`src/rtl/tapped_counter_if.sv`:
```
// Control and tap bundle for tapped_counter; master drives controls, slave returns taps.
interface tapped_counter_if #(
    parameter int unsigned WIDTH = 8,
    parameter int unsigned DEPTH = 3
);
    logic                   en;
    logic                   clr;
    logic                   load;
    logic [WIDTH-1:0]       load_val;
    logic                   dir;
    logic                   sat;
    logic [WIDTH-1:0]       step;
    logic [WIDTH*DEPTH-1:0] taps;
    logic [DEPTH-1:0]       tap_vld;
    logic                   ovf;

    modport master (
        output en, clr, load, load_val, dir, sat, step,
        input  taps, tap_vld, ovf
    );

    modport slave (
        input  en, clr, load, load_val, dir, sat, step,
        output taps, tap_vld, ovf
    );
endinterface

```
`src/rtl/tapped_counter.sv`:
```
// Up/down wrap-or-saturate counter feeding a chain of delayed copies with per-tap valid bits.
module tapped_counter #(
    parameter int unsigned WIDTH = 8,
    parameter int unsigned DEPTH = 3
) (
    input logic             clk,
    input logic             rstn,
    tapped_counter_if.slave bus
);
    localparam int unsigned TW = WIDTH * DEPTH;

    logic [TW-1:0]    taps_q;
    logic [DEPTH-1:0] vld_q;
    logic             ovf_q;

    logic [WIDTH-1:0] tap0;
    logic [WIDTH:0]   sum;
    logic [WIDTH-1:0] cnt_next;
    logic             ovf_next;
    logic [WIDTH-1:0] tap0_next;
    logic             ovf_d;
    logic [TW+WIDTH-1:0] taps_ext;
    logic [DEPTH:0]      vld_ext;

    assign tap0 = taps_q[WIDTH-1:0];

    always_comb begin
        sum      = {1'b0, tap0} + {1'b0, bus.step};
        cnt_next = tap0;
        ovf_next = 1'b0;
        if (bus.dir) begin
            ovf_next = sum[WIDTH];
            cnt_next = (sum[WIDTH] && bus.sat) ? '1 : sum[WIDTH-1:0];
        end else begin
            ovf_next = (bus.step > tap0);
            cnt_next = (ovf_next && bus.sat) ? '0 : tap0 - bus.step;
        end
    end

    // A load replaces the count but the chain still advances.
    always_comb begin
        tap0_next = bus.load ? bus.load_val : cnt_next;
        ovf_d     = bus.load ? 1'b0 : ovf_next;
    end

    // Concatenate-and-truncate keeps the shift legal for DEPTH=1.
    assign taps_ext = {taps_q, tap0_next};
    assign vld_ext  = {vld_q, 1'b1};

    always_ff @(posedge clk or negedge rstn) begin
        if (!rstn) begin
            taps_q <= '0;
            vld_q  <= '0;
            ovf_q  <= 1'b0;
        end else if (bus.clr) begin
            taps_q <= '0;
            vld_q  <= '0;
            ovf_q  <= 1'b0;
        end else if (bus.en) begin
            taps_q <= taps_ext[TW-1:0];
            vld_q  <= vld_ext[DEPTH-1:0];
            ovf_q  <= ovf_d;
        end
    end

    assign bus.taps    = taps_q;
    assign bus.tap_vld = vld_q;
    assign bus.ovf     = ovf_q;
endmodule

```
`src/flat_wrapper.sv`:
```
// flat-port wrapper written by rule: the top's interface ports become plain ports
module tapped_counter_flat 
#(
    parameter int unsigned WIDTH = 8,
    parameter int unsigned DEPTH = 3
)
  (clk, rstn, bus_en, bus_clr, bus_load, bus_load_val, bus_dir, bus_sat, bus_step, bus_taps, bus_tap_vld, bus_ovf);
  tapped_counter_if #(.WIDTH(WIDTH), .DEPTH(DEPTH)) bus_i ();
  input logic clk;
  input logic rstn;
  input wire logic [$bits(bus_i.en)-1:0] bus_en;
  input wire logic [$bits(bus_i.clr)-1:0] bus_clr;
  input wire logic [$bits(bus_i.load)-1:0] bus_load;
  input wire logic [$bits(bus_i.load_val)-1:0] bus_load_val;
  input wire logic [$bits(bus_i.dir)-1:0] bus_dir;
  input wire logic [$bits(bus_i.sat)-1:0] bus_sat;
  input wire logic [$bits(bus_i.step)-1:0] bus_step;
  output wire logic [$bits(bus_i.taps)-1:0] bus_taps;
  output wire logic [$bits(bus_i.tap_vld)-1:0] bus_tap_vld;
  output wire logic [$bits(bus_i.ovf)-1:0] bus_ovf;
  assign bus_i.en = bus_en;
  assign bus_i.clr = bus_clr;
  assign bus_i.load = bus_load;
  assign bus_i.load_val = bus_load_val;
  assign bus_i.dir = bus_dir;
  assign bus_i.sat = bus_sat;
  assign bus_i.step = bus_step;
  assign bus_taps = bus_i.taps;
  assign bus_tap_vld = bus_i.tap_vld;
  assign bus_ovf = bus_i.ovf;
  tapped_counter #(.WIDTH(WIDTH), .DEPTH(DEPTH)) u_core (.clk(clk), .rstn(rstn), .bus(bus_i));
endmodule
```
`config.mk`:
```
export PLATFORM = sky130hd
export DESIGN_NAME = tapped_counter_flat
export DESIGN_NICKNAME = d
export VERILOG_FILES = /design/src/rtl/tapped_counter_if.sv /design/src/rtl/tapped_counter.sv /design/src/flat_wrapper.sv
export SDC_FILE = /design/constraint.sdc
export NUM_CORES = 1
export LEC_CHECK = 0
export ABC_AREA = 1
export CAP_MARGIN = 30
export CORE_MARGIN = 1
export CORE_UTILIZATION = 54
export CTS_CLUSTER_DIAMETER = 50
export DETAILED_ROUTE_END_ITERATION = 16
export PLACE_DENSITY = 0.94
export SLEW_MARGIN = 20
export SYNTH_ARGS = -nofsm -noshare
export SYNTH_HDL_FRONTEND = slang
export SYNTH_SLANG_ARGS = --single-unit
```
`constraint.sdc`:
```
create_clock -name clk -period 4.35 [get_ports clk]
set_input_delay 0.87 -clock clk [delete_from_list [all_inputs] [get_ports clk]]
set_output_delay 0.87 -clock clk [all_outputs]
set_load 0.05 [all_outputs]
```
==> After elaboration in Yosys (flattened, before gate mapping) <==
Index checks and enable logic that the tools add are counted.
Widths: inputs -> output; s select.
{ "classes": {"addsub": 2, "magnitude_cmp": 1, "mux": 12, "n_reduce_logical": 3} }
{ "ops": {"columns": ["operator", "count"], "rows": [
  ["$mux 24", 2],
  ["$mux 8", 4],
  ["$add 8x8->9", 1],
  ["$gt 8x8->1", 1],
  ["$sub 8x8->8", 1],
  ["$mux 3", 2],
  ["$mux 1", 4],
  ["$logic_and 1x1->1", 2],
  ["$reduce_bool 2->1", 1]
]} }
{ "word_totals": {"ff_bits": 28, "inputBits": 23, "output_inout_bits": 28, "elab_cells": 21} }

==> Depth between registers and ports, before layout <==
{ "logic_depth": {"ltp_word": 7, "ltp_mapped": 15, "depth_no_buf": 15} }

==> Least setup slack after synthesis <==
Ideal clock, no wire load.
{ "synth_timing": {"kind": "input to register", "start": "in bus_step[0]", "end": "reg u_core.taps_q[6] (netlist: u_core.bus.taps[6])", "setup_ns": 0.118, "t_arrival_ns": 2.100, "required_ns": 4.232, "slack_ns": 2.132, "stages": 14, "path_cell_list": "ha_1 fa_1 inv_1 nand2_1 nand2_1 nand3_1 nand2_1 nand2_1 nand3_1 nand2_1 nand2_1 nand2_1 nand2_1 nand2_1"} }
{ "synth_via": {"elab_chain_cells": 7, "elab_cells_between_ends": 11} }
{ "synth_lines": {"columns": ["element", "line_no", "rtl"], "rows": [
  ["from (decl)", "flat_wrapper.sv:17", "input wire logic [$bits(bus_i.step)-1:0] bus_step;"],
  ["$add 8x8->9 or $gt 8x8->1 (tied branches)", "tapped_counter.sv:28, tapped_counter.sv:35", null],
  ["$logic_and 1x1->1 (on tied branches)", "tapped_counter.sv:33, tapped_counter.sv:36", null],
  ["$mux 8 (on tied branches)", "tapped_counter.sv:33, tapped_counter.sv:36", null],
  ["$mux 8 (*)", "tapped_counter.sv:31", "if (bus.dir) begin"],
  ["$mux 8 (*)", "tapped_counter.sv:42", "tap0_next = bus.load ? bus.load_val : cnt_next;"],
  ["$mux 24 (*)", "tapped_counter.sv:59", "end else if (bus.en) begin"],
  ["$mux 24 (*)", "tapped_counter.sv:55", "end else if (bus.clr) begin"],
  ["to (signal assigned)", "tapped_counter.sv:60", "taps_q <= taps_ext[TW-1:0];"],
  ["to (decl)", "tapped_counter.sv:12", "logic [TW-1:0] taps_q;"]
]} }
Mark *: on every way between the ends. The rest lies on a longest branch, timed or not. The select of a mux whose other input is x is not followed.
A chain may end at the register's enable or synchronous reset.

==> Worst setup path in the final report <==
{ "layout_timing": {"start": "in bus_step[0]", "end": "reg u_core.taps_q[7] (netlist: u_core.bus.taps[7])"} }
Same word-level chain as after synthesis.

==> impl_metrics.yaml <==
floorplan:
  die_h_um: 64.2
  die_w_um: 64.2
  core_sq_um: 3690
  die_area_sq_um: 4120
  ioPinCount: 51
  rows: 22
  initial_core_util_pct: 56.6
timing:
  hold_violations: 0
  rsz0062_at_grt: "false"
  skew_ns: 0.00942
  fin_crit_sh_pct: 61.8
  fin_crit_ns: 2.69
  relSlewSlack_pct: 53.3
  max_clock_freq_mhz: 372
  slew_violations: 0
  timing.hold.ws_ns: 0.496
  finalSetupViolCount: 0
  tightest_slew_ns: 0.698
  tns_ns: 0
pwr:
  power_uw: 761
  peakVddDrop_mv: 0.262
  p_per_area_nw_per_um2: 285
  power_leakage_nw: 1.37
route:
  drcViolationCount: 0
  drtPass1Iterations: 4
  routed_wl_mm: 5.29
  viasPerCell: 5.30
  wire_per_inst_um: 13.2
  drtIter0Drc: 196
  vias: 2127
  ant_nets: 0
worst_setup_path:
  cp_common_cell: "nand2_1"
  path_class: "in2reg"
  startpoint_type: "input port"
  slowest_stage: "clkdlybuf4s50_1"
  arrival_ns: 2.91
  end_kind: "flip-flop"
  path_max_fanout: 8
  path_delay_family: "simple AND/OR/NAND/NOR gates"
  critPathMaxStageDelay_ns: 0.44
  crit_buf_inv: 3
  required_ns: 4.57
  crit_chain: "clkdlybuf4s50_1 -> ha_1 -> fa_1 -> inv_1 -> nand2_1 -> nand2_1 -> nand3_2 -> nand3_4 -> nand2_1 -> inv_1 -> nand2_1 -> nand3_1 -> nand2_1 -> nand2_1"
logic_synthesis:
  syn_avg_cell_area_sq_um: 6.82
  ys_seq_area_share_pct: 33.6
  synth_nets: 347
  yosysWarningCount: 0
  syn_area_sq_um: 2090
  synth_area_leaders: "dfrtp_1, nand2_1, ha_1, inv_1, o21ai_0"
  ys_ff_latch: 28
  synth.distinct_cells: 28
  yosysTopAreaCell: "dfrtp_1"
  yosys.area.top_type_share_pct: 33.6
  syn-instance-count: 306
cells_and_area:
  fillCellCount: 295
  final_cell_mix: "nand2_1, clkdlybuf4s50_1, inv_1"
  instances_no_fill: 401
  syn_to_final_growth_pct: 28.2
  layout.nets: 395
  drive_above_1_share_pct: 3.40
  final_common_cell: "nand2_1"
  antenna_cells: 0
clocking:
  cts_root_buf: "clkbuf_8"
  insertion_delay_ns: 0.28
  post-cts-setup-buffer-count: 0
  cts.path.max_buffers: 2
  cts_buffers: 3
  cts_htree_levels: 1
  post_cts_resized: 0
  path_clk_slew_ns: 0.09
  cts_num_sinks: 28
  cts_tree: "yes"
  cts_hold_buf: 0
global_route:
  grt_pass1_vias: 1897
  grt_max_degree: 29
  antenna_found_initial: 0
  grt_overflow_total: 0
  track_usage_pct: 26.7
  grt_pass1_wl_mm: 8.62
place:
  dpl.hpwl_mm: 4.00
  port_buffers: 50
  gp_congestion: 0.908
  dp.cells: 397
hold_path:
  hold_class: "reg2reg"
flow_run:
  cap_violations: 0
outcome:
  status: "completed"
==> layer usage <==
layer	up-vias	GRT usage, %	part of all wire, %
met2	93	43.4	47
met4	0	6.67	1.7
met5	-	0	0
met3	13	4.29	7.2
li1	1048	-	-
met1	973	37.1	44
==> worst reg2reg max path, stage by stage (launching register included) <==
cell and delay (ns):
dfrtp_1 0.39, inv_1 0.09, ha_1 0.24, fa_1 0.39, inv_1 0.07, nand2_1 0.07, nand2_1 0.15, nand3_2 0.14
nand3_4 0.16, nand2_1 0.07, inv_1 0.06, nand2_1 0.07, nand3_1 0.09, nand2_1 0.05, nand2_1 0.05
==> logic make-up after synthesis <==
family                   share of synthesized area (%)
AO/OA/AOI/OAI                                     10.6
XOR/XNOR                                         0.420
adder cells (fa/ha/maj)                           11.5
buffers and inverters                             11.8
flip-flops                                        33.6
AND/OR/NAND/NOR                                   32.1
==> cells in the mapped netlist <==
cell / instances
o21bai_1: 2
nor2_1: 29
fa_1: 2
nand3_4: 1
buf_4: 2
buf_6: 2
nand2_2: 1
a21oi_1: 9
nand3_2: 1
o21ai_0: 22
nand3_1: 19
nor2_2: 2
nand3b_1: 1
or2_1: 2
clkinv_1: 1
o22ai_1: 4
o211ai_1: 1
ha_1: 16
inv_1: 49
a21oi_2: 1
xor2_1: 1
and2_1: 1
o21ai_1: 2
clkbuf_1: 3
nand4_1: 4
nand2_1: 98
dfrtp_1: 28
buf_2: 2
==> power breakdown <==
part           internal [mW]  switching, mW
combinational         0.0960          0.173
sequential             0.272         0.0142
clock                  0.123         0.0822
==> area by class of cell <==
cell class	count	area, sq um	area share (%)
Clock inverter	1	30.0	1.12
Multi-Input combinational cell	219	1140	42.6
Inverter	50	188	7.02
Clock buffer	3	41.3	1.54
Tap cell	48	60.1	2.25
Timing Repair Buffer	52	515	19.3
Sequential cell	28	701	26.2
==> final timing paths <==
check,startpoint,end,slack (ns),cells after the start
worst min-delay path,u_core.bus.taps[22],u_core.bus.taps[22],0.50,2
min in group asynchronous,rstn,u_core.bus.taps[16],0.96,2
max in group asynchronous,rstn,u_core.bus.taps[21],3.12,2
worst max register to register,u_core.bus.taps[0],u_core.bus.taps[7],2.21,14
worst min register to register,u_core.bus.taps[22],u_core.bus.taps[22],0.50,2
worst max-delay path,bus_step[0],u_core.bus.taps[7],1.66,14
==> flip-flops by register name (all words and copies together), names as in the netlist <==
name	cells
u_core.bus.taps	24
u_core.bus.ovf	1
u_core.bus.tap_vld	3
==> through the flow <==
step	utilization, %	setup slack [ns]	instance area [sq um]
after floorplan	-	2.13	2090
after global placement	70.6	1.44	2600
after detailed placement	70.6	1.40	2600
after CTS	72.5	1.69	2680
after global routing	72.5	1.55	2680
final	72.5	1.66	2680
No activity file was read; power rests on OpenSTA's default activity.
